[config.mk]
export PLATFORM = sky130hd
export DESIGN_NAME = check_char_unit
export DESIGN_NICKNAME = d
export VERILOG_FILES = /design/src/rtl/check_char_pkg.sv /design/src/rtl/char_validator.sv /design/src/rtl/check_char_unit.sv
export SDC_FILE = /design/constraint.sdc
export NUM_CORES = 1
export LEC_CHECK = 0
export BUFFER_PORTS_ARGS = -buffer_cell sky130_fd_sc_hd__buf_2
export CAP_MARGIN = 20
export CORE_ASPECT_RATIO = 0.9
export CORE_MARGIN = 4
export CORE_UTILIZATION = 35
export DETAILED_ROUTE_END_ITERATION = 16
export PLACE_DENSITY = 0.59
export SLEW_MARGIN = 10
export SYNTH_ARGS = -nofsm -noshare
export SYNTH_HDL_FRONTEND = slang
export SYNTH_HIERARCHICAL = 1
export SYNTH_SLANG_ARGS = --single-unit
[constraint.sdc]
create_clock -name clok -period 2.2 [get_ports clok]
set_input_delay 0.44 -clock clok [delete_from_list [all_inputs] [get_ports clok]]
set_output_delay 0.44 -clock clok [all_outputs]
set_load 0.05 [all_outputs]
[src/rtl/check_char_pkg.sv]
// Shared types and constants for the RC4 key-search character checker.
// Optional feature macro: CHECK_CHAR_UPPER_EN (see char_validator).
package check_char_pkg;

    localparam int unsigned KEY_W = 24;

    localparam logic [7:0] ASCII_SPACE = 8'd32;
    localparam logic [7:0] ASCII_LOW_A = 8'd97;
    localparam logic [7:0] ASCII_LOW_Z = 8'd122;
    localparam logic [7:0] ASCII_UP_A  = 8'd65;
    localparam logic [7:0] ASCII_UP_Z  = 8'd90;

    typedef enum logic [2:0] {
        ST_WAIT,
        ST_CHECK,
        ST_ACCEPT,
        ST_REJECT,
        ST_FOUND,
        ST_FAIL
    } check_state_t;

endpackage

[src/rtl/char_validator.sv]
// Combinational plaintext-character classifier: space and a-z are valid.
// With CHECK_CHAR_UPPER_EN defined, A-Z is valid as well.
module char_validator
    import check_char_pkg::*;
(
    input  logic [KEY_W-1:0] char_in,
    output logic             valid
);

    logic [7:0] ch;
    logic       hi_zero;
    logic       is_lower;
    logic       is_upper;

    always_comb begin
        ch       = char_in[7:0];
        hi_zero  = (char_in[KEY_W-1:8] == '0);
        is_lower = (ch >= ASCII_LOW_A) && (ch <= ASCII_LOW_Z);
`ifdef CHECK_CHAR_UPPER_EN
        is_upper = (ch >= ASCII_UP_A) && (ch <= ASCII_UP_Z);
`else
        is_upper = 1'b0;
`endif
        valid    = hi_zero && ((ch == ASCII_SPACE) || is_lower || is_upper);
    end

endmodule

[src/rtl/check_char_unit.sv]
// Key-search checker: judges each decrypted character, advances or rejects
// the 24-bit key, and reports found / exhausted. Macro: CHECK_CHAR_UPPER_EN.
module check_char_unit
    import check_char_pkg::*;
#(
    parameter int unsigned      MSG_LEN = 32,
    parameter logic [KEY_W-1:0] KEY_MAX = 24'h3FFFFF
) (
    input  logic             clok,
    input  logic             resetm,
    input  logic             new_char,
    input  logic [KEY_W-1:0] char_recieved,
    input  logic [5:0]       char_count,
    output logic             compared_char,
    output logic             matched_cont,
    output logic             new_key,
    output logic             start_over,
    output logic             found_key,
    output logic             last_key,
    output logic             done,
    output logic [KEY_W-1:0] key,
    output logic [1:0]       LEDS
);

    localparam logic [5:0] LAST_IDX = 6'(MSG_LEN - 1);

    check_state_t     state_q, state_d;
    logic [KEY_W-1:0] char_q, char_d;
    logic [5:0]       count_q, count_d;
    logic [KEY_W-1:0] key_q, key_d;
    logic             compared_q, compared_d;
    logic             matched_q, matched_d;
    logic             new_key_q, new_key_d;
    logic             start_over_q, start_over_d;
    logic             found_q, found_d;
    logic             last_q, last_d;
    logic             char_valid;

    char_validator u_validator (
        .char_in (char_q),
        .valid   (char_valid)
    );

    always_comb begin
        state_d      = state_q;
        char_d       = char_q;
        count_d      = count_q;
        key_d        = key_q;
        compared_d   = 1'b0;
        matched_d    = 1'b0;
        new_key_d    = 1'b0;
        start_over_d = 1'b0;
        found_d      = found_q;
        last_d       = last_q;

        case (state_q)
            ST_WAIT: begin
                // A character presented during the pulse cycle is ignored.
                if (new_char && !compared_q) begin
                    char_d  = char_recieved;
                    count_d = char_count;
                    state_d = ST_CHECK;
                end
            end
            ST_CHECK: begin
                if (char_valid) begin
                    state_d = (count_q == LAST_IDX) ? ST_FOUND : ST_ACCEPT;
                end else begin
                    state_d = (key_q == KEY_MAX) ? ST_FAIL : ST_REJECT;
                end
            end
            ST_ACCEPT: begin
                compared_d = 1'b1;
                matched_d  = 1'b1;
                state_d    = ST_WAIT;
            end
            ST_REJECT: begin
                key_d        = key_q + 1'b1;
                compared_d   = 1'b1;
                new_key_d    = 1'b1;
                start_over_d = 1'b1;
                state_d      = ST_WAIT;
            end
            ST_FOUND: begin
                compared_d = !found_q;
                found_d    = 1'b1;
            end
            ST_FAIL: begin
                compared_d = !last_q;
                last_d     = 1'b1;
                key_d      = KEY_MAX;
            end
            default: state_d = ST_WAIT;
        endcase
    end

    always_ff @(posedge clok) begin
        if (resetm) begin
            state_q      <= ST_WAIT;
            char_q       <= '0;
            count_q      <= '0;
            key_q        <= '0;
            compared_q   <= 1'b0;
            matched_q    <= 1'b0;
            new_key_q    <= 1'b0;
            start_over_q <= 1'b0;
            found_q      <= 1'b0;
            last_q       <= 1'b0;
        end else begin
            state_q      <= state_d;
            char_q       <= char_d;
            count_q      <= count_d;
            key_q        <= key_d;
            compared_q   <= compared_d;
            matched_q    <= matched_d;
            new_key_q    <= new_key_d;
            start_over_q <= start_over_d;
            found_q      <= found_d;
            last_q       <= last_d;
        end
    end

    assign compared_char = compared_q;
    assign matched_cont  = matched_q;
    assign new_key       = new_key_q;
    assign start_over    = start_over_q;
    assign found_key     = found_q;
    assign last_key      = last_q;
    assign done          = found_q | last_q;
    assign key           = key_q;
    assign LEDS          = {last_q, found_q};

endmodule

After elaboration in Yosys (flattened, before gate mapping) --
Cells that the tools add are included.
Storage, ports and cells: bits of input ports 33, register bits after elaboration 62, output and inout bits 33
Cells by class: $add $sub $neg 1, order comparisons 2, bitwise gates (word level) 2, mux-type cells 9, reduce and logical (&&, ||, !) cells 14, equality and inequality tests 9
Operators by type and width (number):
- $pmux 24 s2 | 1
- $add 24x1->24 const B | 1
- $eq 24x22->1 const B | 1
- $logic_not 16->1 | 1
- $mux 3 | 4
- $pmux 3 s3 | 1
- $eq 8x6->1 const B | 1
- $ge 8x7->1 const B | 1
- $le 8x7->1 const B | 1
- $eq 3x2->1 const B | 2
- $eq 3x3->1 const B | 2
- $eq 6x5->1 const B | 1
- $reduce_and 2->1 | 2
- $reduce_or 2->1 | 2
- $eq 3x1->1 const B | 1
- $logic_and 1x1->1 | 3
- $logic_not 1->1 | 3
- $logic_not 3->1 | 1
- $pmux 1 s3 | 1
- $mux 1 | 2
- $ne 2x2->1 const B | 1
- $reduce_bool 2->1 | 1
- $logic_or 1x1->1 | 1
- $not 1->1 | 1
- $or 1x1->1 | 1

Depth between registers and ports, before layout --
Gate-level depths: netlist of the first run.
depth after elaboration 6, depth in mapped cells 7, mapped depth without buffers 7

Modules after synthesis --
Netlist of the first run, hierarchy kept.
Modules (own cells, without submodules):
- check_char_unit | cells each 303, instances 1, area an instance 2527.4 um^2, seq. area each 1241.2 um^2
- char_validator | cells each 13, instances 1, area an instance 78.8 um^2, seq. area each 0.0 um^2

Worst setup path after synthesis of the first run --
OpenSTA, ideal clock, no wires.
kind register to register, start register char_q[0], end register state_q[1], period minus slack after synthesis 2.170 ns, cell stages (with the launch flop) 8, path buffers 0, setup slack 0.030 ns, arrival 2.054 ns, cells stage by stage dfxtp_1 > or4_1 > or3_1 > a211oi_1 > inv_1 > o41ai_1 > a21oi_1 > and3b_1
On the way: longest elaborated chain between the ends 6, elaborated cells between the ends (all ways) 8, those cells by class order compare: 2; eq/ne: 1; mux: 2; reduce/logical: 3
Ends and longest elaborated chain:
- from (decl) | line check_char_unit.sv:28 | logic [KEY_W-1:0] char_q, char_d;
- from (signal assigned) | line check_char_unit.sv:111 | char_q <= char_d;
- $ge 8x7->1 or $le 8x7->1 (tied branches) | line char_validator.sv:18 | is_lower = (ch >= ASCII_LOW_A) && (ch <= ASCII_LOW_Z);
- $logic_and 1x1->1 | line char_validator.sv:18
- $logic_or 1x1->1 * | line char_validator.sv:24 | valid = hi_zero && ((ch == ASCII_SPACE) || is_lower || is_upper);
- $logic_and 1x1->1 * | line char_validator.sv:24
- via char_valid | line check_char_unit.sv:37 | logic char_valid;
- $mux 3 * | line check_char_unit.sv:66 | if (char_valid) begin
- $pmux 3 s3 * | line check_char_unit.sv:56 | case (state_q)
- to (signal assigned) | line check_char_unit.sv:110 | state_q <= state_d;
- to (decl) | line check_char_unit.sv:27 | check_state_t state_q, state_d;
The timed path passes the listed nets; every way through them passes the cells marked *. A chain may end at the register's enable or synchronous reset.

Worst setup path after layout of the first run --
start register char_q[0], end register state_q[2]
The elaborated chain is that of the path after synthesis.

==> impl_metrics.yaml, run 1 <==
pwr:
  leakage_nw: 1.371
  power_density_nw_per_um2: 730.2
  irDropWorstVdd_v: 0.0004141
  power_mw: 2.418
timing:
  hold_violations: 0
  slew_headroom: 0.6839
  tightest_slew_ns: 0.4716
  tns_ns: 0
  fin_crit_ns: 2.109
  rsz0062_at_grt: "no"
  min_period_over_period: 0.9587
  maxSlewViolCount: 0
  setup_viol: 0
  skew_ns: 0.01050
  timing.fmax_mhz: 474.1
  whs_ns: 0.3251
place:
  dp_hpwl_um: 4322
  port_buffers: 65
  globalplace.congestion: 0.7532
  placed_area_um2: 3065
floorplan:
  io_pins: 66
  fp.coreArea_um2: 7148
  die_area_um2: 8893
  die_h_um: 89.87
  initial_utilization: 0.3646
  placement_rows: 29
  die_x_um: 98.96
hold_path:
  hold_start: "char_recieved[23]"
  hold_class: "input pin to flop"
  min_to: "char_q[23]"
  min_path_cells: 3
global_routing:
  grt_pass1_vias: 2213
  grt_max_degree: 34
  antenna_found_initial: 0
  grt-ovfl-total: 0
  track_usage: 0.1398
  grt_pass1_wl_um: 10270
detailed_routing:
  drt_iter0_markers: 78
  wl_met3_um: 421
  drc_errors: 0
  drt-met1-wl_um: 2868
  routed.top_layer: "met4"
  ant_nets: 0
  routed-via-count: 2381
  avgRoutedWirePerCell_um: 12.77
  dr.pass1.iters: 4
  routed_via_density: 4.930
  totalWireLength_um: 6170
  dr_wl_met2_um: 2825
worst_setup_path:
  regToRegEndpoint: "state_q[2]"
  ff2ff_setup_slack_ns: 0.09
  worstRegToRegCells: 7
  reg2reg_from: "char_q[0]"
  crit_path_start_kind: "flop"
  critical_path_class: "flop to flop"
  worstPathRequired_ns: 2.45
  critPathMaxFanout: 2
  cp-end-kind: "flop"
  critPathArrivalTime_ns: 2.36
cts:
  root_buffer: "clkbuf_8"
  cts_buffer_depth: 2
  cts.clk_slew.worst_paths_ns: 0.08
  htree_levels: 3
  clock_sinks: 62
  ctsHoldBuffers: 0
  cts_buffers: 9
  worstSkewPairLatency_ns: 0.34
  cts_tree: "built"
final_layout:
  regArea_um2: 1242
  final_common_cell: "nand2_1"
  fin_area_um2: 3312
  multiInputGateArea_um2: 1296
  final_layout_size_suffix_gt1_frac: 0.2846
  diodes: 0
  nNetsFinal: 419
  fill_cells: 727
  area_growth_pct: 27.08
  post-route-util: 0.4633
  final_cell_mix: "nand2_1, buf_2, dfxtp_1, a21oi_1, nor2_1"
logic_synthesis:
  syn_inst: 316
  synth_ff_type: "dfxtp_1"
  async_reset_ff_frac: 0
  syn_avg_cell_area_um2: 8.248
  synth_nets: 350
  ys_types: 40
  yosys_warnings: 6
  ys_seq_area_frac: 0.4762
  synth_edf_count: 0
  ys_ff_latch: 62
  synth.cell_area_um2: 2606
flow_run:
  drv_cap: 0
status:
  status: "finished clean"
Yosys cell counts (3+ instances only):
cell type,number,area (um^2)
nand2_1,71,266.5
nand4_1,9,56.30
and3_1,3,18.77
xor2_1,13,113.9
xnor2_1,6,52.55
nor3_2,3,30.03
dfxtp_1,62,1241
inv_1,4,15.01
nor4_1,4,25.02
o21ai_0,6,30.03
clkbuf_1,16,60.06
buf_4,3,22.52
nor2_1,15,56.30
nand3_1,12,60.06
a21oi_1,54,270.3
or3_1,3,18.77
a211oi_1,4,30.03
routing by layer:
layer,vias up,track usage
met5,-,0
met4,0,0.04323
met3,7,0.05186
met2,74,0.2153
met1,1077,0.1816
li1,1223,-
stage by stage:
| stage | cells | worst slack [ns] |
|---|---|---|
| after floorplan | 316 | 0.03011 |
| after global placement | 466 | -0.05203 |
| after global routing | 483 | 0.02310 |
| final | 483 | 0.09090 |
| after detailed placement | 466 | -0.1185 |
| after CTS | 483 | 0.08836 |
registers in the layout, summed over array words and instances, names as in the netlist:
| register | count |
|---|---|
| key | 24 |
| start_over | 1 |
| found_key | 1 |
| matched_cont | 1 |
| char_q | 24 |
| last_key | 1 |
| count_q | 6 |
| state_q | 3 |
| compared_char | 1 |
critical path, stage by stage, from the launching register on:
cell and delay, ns:
dfxtp_2 0.32, or4_4 0.53, or3_4 0.35, a211oi_4 0.23
inv_2 0.06, o41ai_2 0.25, a21oi_2 0.08, nor4_2 0.20
what timing repair did:
item,4_1_cts,5_1_grt
endpoints found under the setup margin,2,2
resized for setup,3,7
setup buffers,1,0
pin swaps,2,0
final cells by class:
type                    instances  area share
clock buffers                   9     0.03740
clock inverters                 7     0.02267
inverters                       4    0.004533
multi-input cells             229      0.3914
flip-flops and latches         62      0.3751
well taps                      93     0.03513
repair buffers                 79      0.1337
power by group:
part	internal (mW)	leakage, nW	total, mW	switching (mW)
Clock	0.523	0.0914	0.982	0.459
Sequential	1.17	0.505	1.20	0.0309
Combinational	0.0979	0.775	0.236	0.138
kinds of logic after synthesis:
logic type	count (synthesis)	share of synthesized area
xor gates and xnor gates	19	0.06385
adders and majority gates	1	0.004800
and+or+nand+nor	137	0.2612
DFF	62	0.4762
AOI/OAI and AO/OA	72	0.1527
buffers and inverters	25	0.04129
worst max-delay path by stage:
stage | slack, ns | from | end
detailed placement | -0.12 | char_q[0] | state_q[1]
finish | 0.09 | char_q[0] | state_q[2]
global route | 0.02 | char_q[0] | state_q[2]
global placement | -0.05 | char_q[0] | state_q[1]
floorplan | 0.03 | char_q[0] | state_q[1]
CTS | 0.09 | char_q[0] | state_q[2]
No activity file was read; power rests on OpenSTA's default activity.
==> run 2: changes to the inputs <==
PLACE_DENSITY = unset   (was 0.59)
==> run 2 against run 1 <==
Compared with the run above: non-clock buffer count is the same; routed wire length shrank 0.62%; critical path depth stayed put; utilization up 0.40 points; die area unchanged; clock skew down 0.0024 ns; combinational power decreased by 3%; first-iteration DRC count rose by 7.7%; sequential share of layout area decreased by 0.36 points; fmax is 1.5% higher; count of clock-buffer cells in the layout up 5; setup slack gained 0.031 ns; critical path type unchanged.
==> impl_metrics.yaml, run 2 (synthesized netlist as in run 1, its figures left out) <==
timing:
  timing.fmax_mhz: 481.2
  hold_violations: 0
  whs_ns: 0.3453
  slew_headroom: 0.3307
  min_period_over_period: 0.9447
  skew_ns: 0.008081
  maxSlewViolCount: 0
  rsz0062_at_grt: "yes"
  setup_viol: 0
  tightest_slew_ns: 1.004
  fin_crit_ns: 2.078
final_layout:
  multiInputGateArea_um2: 1285
  final_cell_mix: "nand2_1, buf_2, dfxtp_1, a21oi_1, nor2_1"
  area_growth_pct: 28.18
  nNetsFinal: 419
  diodes: 0
  regArea_um2: 1241
  final_common_cell: "nand2_1"
  final_layout_size_suffix_gt1_frac: 0.2744
  fill_cells: 736
worst_setup_path:
  critPathArrivalTime_ns: 2.30
  worstPathRequired_ns: 2.43
  critPathMaxFanout: 2
  ff2ff_setup_slack_ns: 0.12
  reg2reg_from: "char_q[0]"
  cp-end-kind: "flop"
  crit_path_start_kind: "flop"
  worstRegToRegCells: 7
  regToRegEndpoint: "state_q[1]"
  critical_path_class: "flop to flop"
cts:
  cts_tree: "built"
  postCtsSetupBuffers: 0
  cts_buffer_depth: 2
  htree_levels: 3
  clock_sinks: 62
  worstSkewPairLatency_ns: 0.33
  root_buffer: "clkbuf_8"
  cts.clk_slew.worst_paths_ns: 0.07
  cts_buffers: 9
flow_run:
  drv_cap: 0
detailed_routing:
  drt_iter0_markers: 84
  drc_errors: 0
  avgRoutedWirePerCell_um: 12.70
  dr.pass1.iters: 4
  routed-via-count: 2377
  ant_nets: 0
  routed_via_density: 4.921
  totalWireLength_um: 6132
global_routing:
  grt_max_degree: 32
  grt_pass1_vias: 2331
  track_usage: 0.1414
  grt-ovfl-total: 0
  grt_pass1_wl_um: 10480
  antenna_found_initial: 0
floorplan:
  placement_rows: 29
  die_x_um: 98.96
  fp.coreArea_um2: 7148
  die_area_um2: 8893
  initial_utilization: 0.3646
  io_pins: 66
  die_h_um: 89.87
hold_path:
  hold_start: "char_count[1]"
  min_to: "count_q[1]"
  min_path_cells: 3
  hold_class: "input pin to flop"
pwr:
  irDropWorstVdd_v: 0.0004685
  leakage_nw: 1.431
  power_density_nw_per_um2: 790.2
  power_mw: 2.640
place:
  dp_hpwl_um: 4368
  globalplace.congestion: 0.7961
  port_buffers: 65
status:
  status: "finished clean"
-- run 2: what timing repair did --
action                     CTS  global route
gates resized for setup      2             3
setup endpoints to repair    2             2
pin swaps                    2             0
hold buffers                 0             0
-- run 2: layer usage --
layer,global-route usage,share of wire,vias up,wire (um)
met1,0.1796,0.48,1082,2922
li1,-,-,1227,-
met4,0.05119,0.010,0,63
met3,0.03870,0.061,6,374
met2,0.2287,0.45,62,2771
met5,0,0,-,0
-- run 2: how the worst max path moves through the flow --
| stage | from | to | slack [ns] | depth (start not counted) |
|---|---|---|---|---|
| after global placement | char_q[0] | state_q[1] | -0.05 | 7 |
| after floorplan | char_q[0] | state_q[1] | 0.03 | 7 |
| after detailed placement | char_q[0] | state_q[1] | -0.13 | 7 |
| after CTS | char_q[0] | state_q[1] | 0.10 | 7 |
| final | char_q[0] | state_q[1] | 0.12 | 7 |
| after global routing | char_q[0] | state_q[1] | -0.008 | 7 |
-- run 2: area by class of cell --
type,instances,area share
clock buffer,14,0.05768
clock inverter,2,0.01798
inverter,4,0.004494
multi-input combinational,229,0.3846
sequential,62,0.3715
tap,93,0.03483
timing repair buffer,79,0.1288
-- run 2: metrics by stage --
step,instances,TNS (ns),instance area [um^2],util,setup WS [ns]
finish,483,0,3341,0.4674,0.1217
global route,483,-0.01111,3341,0.4674,-0.007970
CTS,483,0,3326,0.4653,0.1037
detailed placement,467,-0.2416,3060,0.4281,-0.1309
global placement,467,-0.08094,3060,0.4281,-0.04867
floorplan,316,0,2606,-,0.03011
-- run 2: worst max-delay path: stages, from the launching register on --
cell	delay, ns
dfxtp_1	0.31
or4_1	0.52
or3_1	0.33
a211oi_2	0.24
inv_2	0.08
o41ai_4	0.24
a21oi_2	0.07
and3b_1	0.19
-- run 2: power by group --
| group | leakage [nW] | internal, mW | total (mW) | switching (mW) |
|---|---|---|---|---|
| sequential | 0.504 | 1.17 | 1.20 | 0.0265 |
| combinational | 0.797 | 0.0921 | 0.230 | 0.138 |
| clock | 0.129 | 0.794 | 1.21 | 0.420 |
